===== config.mk =====
export PLATFORM = sky130hd
export DESIGN_NAME = cordic_phase_gen
export DESIGN_NICKNAME = d
export VERILOG_FILES = /design/src/rtl/cordic_pkg.sv /design/src/rtl/cordic_valid_delay.sv /design/src/rtl/cordic_phase_gen.sv
export SDC_FILE = /design/constraint.sdc
export NUM_CORES = 1
export LEC_CHECK = 0
export ABC_CLOCK_PERIOD_IN_PS = 6250
export CORE_MARGIN = 5
export CORE_UTILIZATION = 49
export DETAILED_ROUTE_END_ITERATION = 8
export GPL_ROUTABILITY_DRIVEN = 0
export PLACE_DENSITY = 0.76
export SYNTH_ARGS = -nofsm -noshare
export SYNTH_HDL_FRONTEND = slang
export SYNTH_SLANG_ARGS = --single-unit

===== constraint.sdc =====
create_clock -name clk -period 6.25 [get_ports clk]
set_input_delay 1.25 -clock clk [delete_from_list [all_inputs] [get_ports clk]]
set_output_delay 1.25 -clock clk [all_outputs]
set_load 0.01 [all_outputs]

===== src/rtl/cordic_pkg.sv =====
// Shared constants and FSM state type for the CORDIC rotator, its angle
// sequencer and their benches.
package cordic_pkg;
  localparam int ANGLE_W        = 32;
  localparam int WIDTH          = 16;
  localparam int CORDIC_LATENCY = 16;
  localparam int X_INIT         = 19429;

  typedef enum logic [1:0] {
    IDLE  = 2'd0,
    RUN   = 2'd1,
    DRAIN = 2'd2
  } state_t;
endpackage


===== src/rtl/cordic_valid_delay.sv =====
// Fixed-depth 1-bit shift register: delays the issue strobe by the CORDIC
// pipeline depth so it lines up with the rotated samples.
module cordic_valid_delay #(
  parameter int DEPTH = 16
) (
  input  logic clk,
  input  logic rst,
  input  logic pulse,
  output logic pulse_delayed
);

  logic [DEPTH-1:0] stage_reg;

  always_ff @(posedge clk or posedge rst) begin
    if (rst) begin
      stage_reg <= '0;
    end else begin
      stage_reg <= {stage_reg[DEPTH-2:0], pulse};
    end
  end

  assign pulse_delayed = stage_reg[DEPTH-1];

endmodule


===== src/rtl/cordic_phase_gen.sv =====
// Phase accumulator with linear chirp feeding the CORDIC rotator; issues one
// angle per cycle for a bounded or continuous burst and tracks output validity.
module cordic_phase_gen
  import cordic_pkg::*;
#(
  parameter int ANGLE_W = cordic_pkg::ANGLE_W,
  parameter int WIDTH   = cordic_pkg::WIDTH,
  parameter int LATENCY = cordic_pkg::CORDIC_LATENCY,
  parameter int X_INIT  = cordic_pkg::X_INIT
) (
  input  logic               clk,
  input  logic               rst,
  input  logic               start,
  input  logic               stop,
  input  logic [ANGLE_W-1:0] phase_init,
  input  logic [ANGLE_W-1:0] ftw,
  input  logic [ANGLE_W-1:0] ftw_step,
  input  logic [15:0]        n_samples,
  output logic [ANGLE_W-1:0] angle,
  output logic [WIDTH-1:0]   Xin,
  output logic [WIDTH-1:0]   Yin,
  output logic               issue_valid,
  output logic               out_valid,
  output logic [15:0]        sample_idx,
  output logic               busy,
  output logic               done
);

  localparam int CNT_W = $clog2(LATENCY + 1);

  state_t             state_reg, state_next;
  logic [ANGLE_W-1:0] angle_reg, ftw_cur_reg, ftw_step_reg;
  logic [15:0]        n_cfg_reg, sample_idx_reg;
  logic [CNT_W-1:0]   drain_cnt_reg;
  logic               issue_valid_reg;
  logic               last_sample;

  // The sample currently on angle is the final one of a bounded burst.
  assign last_sample = (n_cfg_reg != 16'd0) && (sample_idx_reg == n_cfg_reg - 16'd1);

  always_ff @(posedge clk or posedge rst) begin
    if (rst) begin
      state_reg <= IDLE;
    end else begin
      state_reg <= state_next;
    end
  end

  always_comb begin
    state_next = state_reg;
    unique case (state_reg)
      IDLE:    if (start) state_next = RUN;
      RUN:     if (stop || last_sample) state_next = DRAIN;
      DRAIN:   if (drain_cnt_reg == '0) state_next = IDLE;
      default: state_next = IDLE;
    endcase
  end

  always_ff @(posedge clk or posedge rst) begin
    if (rst) begin
      angle_reg       <= '0;
      ftw_cur_reg     <= '0;
      ftw_step_reg    <= '0;
      n_cfg_reg       <= '0;
      sample_idx_reg  <= '0;
      drain_cnt_reg   <= '0;
      issue_valid_reg <= 1'b0;
    end else begin
      unique case (state_reg)
        IDLE: begin
          if (start) begin
            angle_reg       <= phase_init;
            ftw_cur_reg     <= ftw;
            ftw_step_reg    <= ftw_step;
            n_cfg_reg       <= n_samples;
            sample_idx_reg  <= '0;
            issue_valid_reg <= 1'b1;
          end
        end
        RUN: begin
          if (state_next == DRAIN) begin
            issue_valid_reg <= 1'b0;
            drain_cnt_reg   <= CNT_W'(LATENCY - 1);
          end else begin
            angle_reg       <= angle_reg + ftw_cur_reg;
            ftw_cur_reg     <= ftw_cur_reg + ftw_step_reg;
            sample_idx_reg  <= sample_idx_reg + 16'd1;
            issue_valid_reg <= 1'b1;
          end
        end
        DRAIN: begin
          if (drain_cnt_reg != '0) drain_cnt_reg <= drain_cnt_reg - 1'b1;
        end
        default: issue_valid_reg <= 1'b0;
      endcase
    end
  end

  cordic_valid_delay #(
    .DEPTH (LATENCY)
  ) u_valid_delay (
    .clk           (clk),
    .rst           (rst),
    .pulse         (issue_valid_reg),
    .pulse_delayed (out_valid)
  );

  assign angle       = angle_reg;
  assign sample_idx  = sample_idx_reg;
  assign issue_valid = issue_valid_reg;
  assign busy        = (state_reg != IDLE);
  // Last drain cycle coincides with the final delayed valid.
  assign done        = (state_reg == DRAIN) && (drain_cnt_reg == '0);
  assign Xin         = WIDTH'(X_INIT);
  assign Yin         = '0;

endmodule


* Yosys cells after proc, flatten, opt, wreduce, memory -nomap -nowiden *
Cells that the tools add are included.

operators by class
  $add $sub $neg = 5
  equality and inequality tests = 8
  multiplexer cells = 19
  bitwise logic cells = 1
  reductions and logical operators = 14

operators by type and width
  cell                                                number
  two-way mux 32 bit                                  4
  one-hot mux 32 bit (2 select lines)                 2
  adder 32 bit                                        2
  two-way mux 16 bit                                  2
  one-hot mux 16 bit (2 select lines)                 1
  adder 16 x 1 -> 16 bit, second input constant       1
  == test 16 bit                                      1
  nonzero test 16 bit                                 1
  subtractor 16 x 1 -> 16 bit, second input constant  1
  two-way mux 5 bit                                   2
  one-hot mux 5 bit (2 select lines)                  1
  != test 2 bit, second input constant                4
  two-way mux 2 bit                                   3
  one-hot mux 2 bit (3 select lines)                  1
  AND reduction 3 bit                                 2
  nonzero test 2 bit                                  3
  logical NOT 5 bit                                   1
  nonzero test 5 bit                                  1
  subtractor 5 x 1 -> 5 bit, second input constant    1
  == test 2 bit, second input constant                2
  AND reduction 2 bit                                 2
  one-hot mux 1 bit (3 select lines)                  1
  == test 2 x 1 -> 1 bit, second input constant       1
  logical AND 1 bit                                   2
  other kinds (4)                                     5

storage, ports and cells
  bits in registers = 152
  word-level logic and storage cells = 56

* Logic depth before layout (Yosys ltp) *
  depth in word-level cells = 9
  gate-level depth with buffers = 13

* Modules after synthesis *
Synthesis repeated with hierarchy kept, for this count alone.

unflattened totals
  cell total of the unflattened synthesis = 1101
  area total of the unflattened synthesis = 9972.1 um^2

by module, submodules not included
  module              times used  cells each  area an instance (um^2)
  cordic_phase_gen    1           1084        9567.9
  cordic_valid_delay  1           17          404.1

* Worst setup path before layout *
Ideal clock, no wire load.

  path kind = register -> register
  start = register n_cfg_reg[0]
  end = register angle_reg[23], in the netlist angle[23]
  arrival time = 2.964 ns
  data required time = 6.123 ns
  path slack = 3.158 ns
  cell stages (with the launch flop) = 12
  buffers on the path = 1
  period minus slack after synthesis = 3.092 ns
  cell sequence = dfrtp_1 -> inv_1 -> ha_1 -> or4b_1 -> or3_1 -> a222oi_1 -> nand4_1 -> o41a_1 -> a21oi_2 -> buf_4 -> inv_4 -> mux2_1

on the way
  word-level cells in the longest chain between the ends = 9
  elaborated cells between the ends (all ways) = 10
  classes of those cells = 1 x add/sub; 3 x eq/ne; 2 x mux; 4 x reduce/logical

ends and longest elaborated chain
  what                                    RTL line                source
  start: declaration                      cordic_phase_gen.sv:33  logic [15:0] n_cfg_reg, sample_idx_reg;
  start signal: assignment                cordic_phase_gen.sv:75  n_cfg_reg <= n_samples;
  subtractor 16 x 1 -> 16 bit             cordic_phase_gen.sv:39  assign last_sample = (n_cfg_reg != 16'd0) && (sample_idx_reg == n_cfg_reg - 16'd1);
  == test 16 bit                          cordic_phase_gen.sv:39
  logical AND 1 bit *                     cordic_phase_gen.sv:39
  logical OR 1 bit *                      cordic_phase_gen.sv:53  RUN: if (stop || last_sample) state_next = DRAIN;
  two-way mux 2 bit *                     cordic_phase_gen.sv:53
  one-hot mux 2 bit (3 select lines) *    cordic_phase_gen.sv:51  unique case (state_reg)
  == test 2 bit *                         cordic_phase_gen.sv:81  if (state_next == DRAIN) begin
  != test 2 bit (no source line) *        --
  AND reduction 3 bit (no source line) *  --
  end signal: assignment                  cordic_phase_gen.sv:72  angle_reg <= phase_init;
  end signal: assignment                  cordic_phase_gen.sv:85  angle_reg <= angle_reg + ftw_cur_reg;
  end: declaration                        cordic_phase_gen.sv:32  logic [ANGLE_W-1:0] angle_reg, ftw_cur_reg, ftw_step_reg;

Mark *: on every way between the ends. The rest lies on a longest branch, timed or not.
A chain may end at the register's enable or synchronous reset.

* Worst setup path in the final report *
Same ends and word-level chain as after synthesis.

==> impl_metrics.json <==
{
  "crit_required_ns": 6.57,
  "h-tree-depth": 4,
  "vias": 8977,
  "vias_per_cell": 5.74,
  "avgSynthCellArea_um2": 9.09,
  "synth-xor-area-share": 0.0624,
  "cts_tree": "done",
  "ys_ff_latch": 152,
  "die_h_um": 155,
  "worst_slack_ns": 2.19,
  "cp-start-kind": "flop",
  "synth_compound_area_frac": 0.193,
  "r2r_start": "n_cfg_reg[0]",
  "hold_viol": 0,
  "grt_pass1_wl_mm": 43.8,
  "final_cell_mix": "clkdlybuf4s50_1, dfrtp_1, a21oi_1, nand2_1, nor2_1",
  "drive_gt1_frac": 0.0768,
  "stdcell_count": 1564,
  "io_pins": 200,
  "fin_worst_skew_ns": 0.0103,
  "drt_iter0_drc": 611,
  "vdd_drop_max_mv": 0.268,
  "cpMaxStageDelayCell": "o41a_1",
  "dr.pass1.iters": 6,
  "numCtsBuffers": 17,
  "rsz0062_at_grt": "no",
  "hp-class": "flop to flop",
  "drc_errors": 0,
  "drtAntennaViolNets": 0,
  "antenna_found_initial": 0,
  "die_w_um": 155,
  "postCtsSetupBuffers": 0,
  "area_delta_synth_final_pct": 23.2,
  "dp.cells": 1532,
  "yosys-mux-area-fraction": 0.0721,
  "ys_seq_area_frac": 0.371,
  "setup.worst_path.class": "flop to flop",
  "fin_crit_sh": 0.650,
  "wl_per_cell_um": 17.4,
  "setup_viol": 0,
  "worstPathArrival_ns": 4.39,
  "root_buffer": "clkbuf_16",
  "synth_cells": 1127,
  "track_usage": 0.225,
  "fin_util": 0.607,
  "synthSimpleGateAreaFrac": 0.163,
  "status": "complete, no violations",
  "final_common_cell": "clkdlybuf4s50_1",
  "worstMarginPinSlew_ns": 1.05,
  "path_clk_slew_ns": 0.07,
  "cp_max_fo": 46,
  "synthAdderAreaFrac": 0.0845,
  "fmax_mhz": 246,
  "diodes": 0,
  "dp_hpwl_mm": 19.7,
  "crit_buf_inv": 3,
  "numClockSinks": 152,
  "clk_latency_ns": 0.44,
  "hp-start": "u_valid_delay.stage_reg[6]",
  "drt-total-wl_mm": 27.2,
  "grt_max_degree": 116,
  "ys_async_sr_fraction": 1.00,
  "worstSetupStartpoint": "n_cfg_reg[0]",
  "initial_core_util": 0.492,
  "power_density_mw_per_mm2": 611,
  "tns_ns": 0,
  "synth_edf_count": 0,
  "cts.repair.resized": 0,
  "row_count": 53,
  "slew-limit-headroom": 0.302,
  "dieArea_mm2": 0.0239,
  "pre_cts_ws_ns": 2.19,
  "cp_cell_sequence": "inv_1 > ha_1 > or4b_1 > or3_1 > a222oi_1 > nand4_1 > o41a_1 > a21oi_4 > buf_4 > inv_4 > mux2_1",
  "maxCapViolations": 0,
  "gr-total-overflow": 0,
  "cp_top_family": "compound AO/OA/AOI/OAI gates",
  "synth_ff_type": "dfrtp_1",
  "syn-cell-area_mm2": 0.0102,
  "max_stage_delay_ns": 0.55,
  "slew_violations": 0,
  "cp-end-kind": "flop",
  "synth_top_family_by_area": "compound AO/OA/AOI/OAI gates",
  "coreArea_mm2": 0.0208,
  "grt_pass1_vias": 8560,
  "clockBufferDepth": 2,
  "fin_crit_ns": 4.06,
  "portBuffers": 167,
  "nets": 1460,
  "p_leak_uw": 0.00529,
  "ys_types": 65,
  "yosys_warnings": 0,
  "cts_hold_buf": 0
}
cell usage after synthesis (all sizes together), types with 10 or more instances:
library cell	instances	area, um2
o21ai	79	395
clkbuf	28	106
nor4	10	62.6
or3	18	113
nand3	15	75.1
inv	31	119
xnor2	51	447
nor2b	15	93.8
o211ai	12	90.1
ha	66	826
mux2i	21	210
o21a	13	97.6
dfrtp	152	3800
a21oi	106	534
nand2	96	360
buf	46	327
nor3	29	145
nand4	17	106
a21o	20	150
xor2	22	193
and3	13	81.3
nor2	84	315
mux2	47	529
a31oi	22	138
cell families after synthesis:
family / count (synthesis)
AO/OA/AOI/OAI: 319
multiplexers: 68
adder cells (fa/ha/maj): 68
flip-flops: 152
AND/OR/NAND/NOR: 340
buffers and inverters: 105
XOR/XNOR: 73
other: 2
report_power, final:
part	leakage, uW	internal [uW]	switching (uW)
registers	0.00181	1440	416
clock network	0.000297	606	468
logic	0.00318	2130	2660
final cells by class:
cell class | instances | area, um2
inverter | 31 | 124
sequential | 152 | 3800
timing repair buffer | 174 | 1720
fill | 1813 | 8190
multi-input combinational | 900 | 6030
clock inverter | 15 | 179
tap | 275 | 344
clock buffer | 17 | 425
per-layer routing:
layer / global-route usage / vias up / part of all wire / wire length, um
li1: - / 4345 / - / -
met3: 0.0523 / 37 / 0.073 / 1980
met4: 0.0563 / 0 / 0.015 / 410
met2: 0.373 / 326 / 0.48 / 13100
met5: 0 / - / 0 / 0
met1: 0.298 / 4269 / 0.43 / 11700
through the flow:
stage / hold WS, ns / area, um2 / total power (uW)
finish: 0.348 / 12600 / 7720
CTS: 0.352 / 12600 / 7710
global placement: 0.336 / 12000 / 6460
floorplan: 0.331 / 10400 / 5380
global route: 0.354 / 12600 / 8390
detailed placement: 0.339 / 12000 / 6570
final timing paths:
check	endpoint	slack [ns]	cells past startpoint
worst max-delay path	angle[23]	2.19	11
worst min-delay path	u_valid_delay.stage_reg[7]	0.35	0
worst max register to register	angle[23]	2.19	11
worst min register to register	u_valid_delay.stage_reg[7]	0.35	0
max in group asynchronous	angle[0]	3.67	3
min in group asynchronous	u_valid_delay.stage_reg[10]	1.46	2
Power figures use the tool's default switching activity.
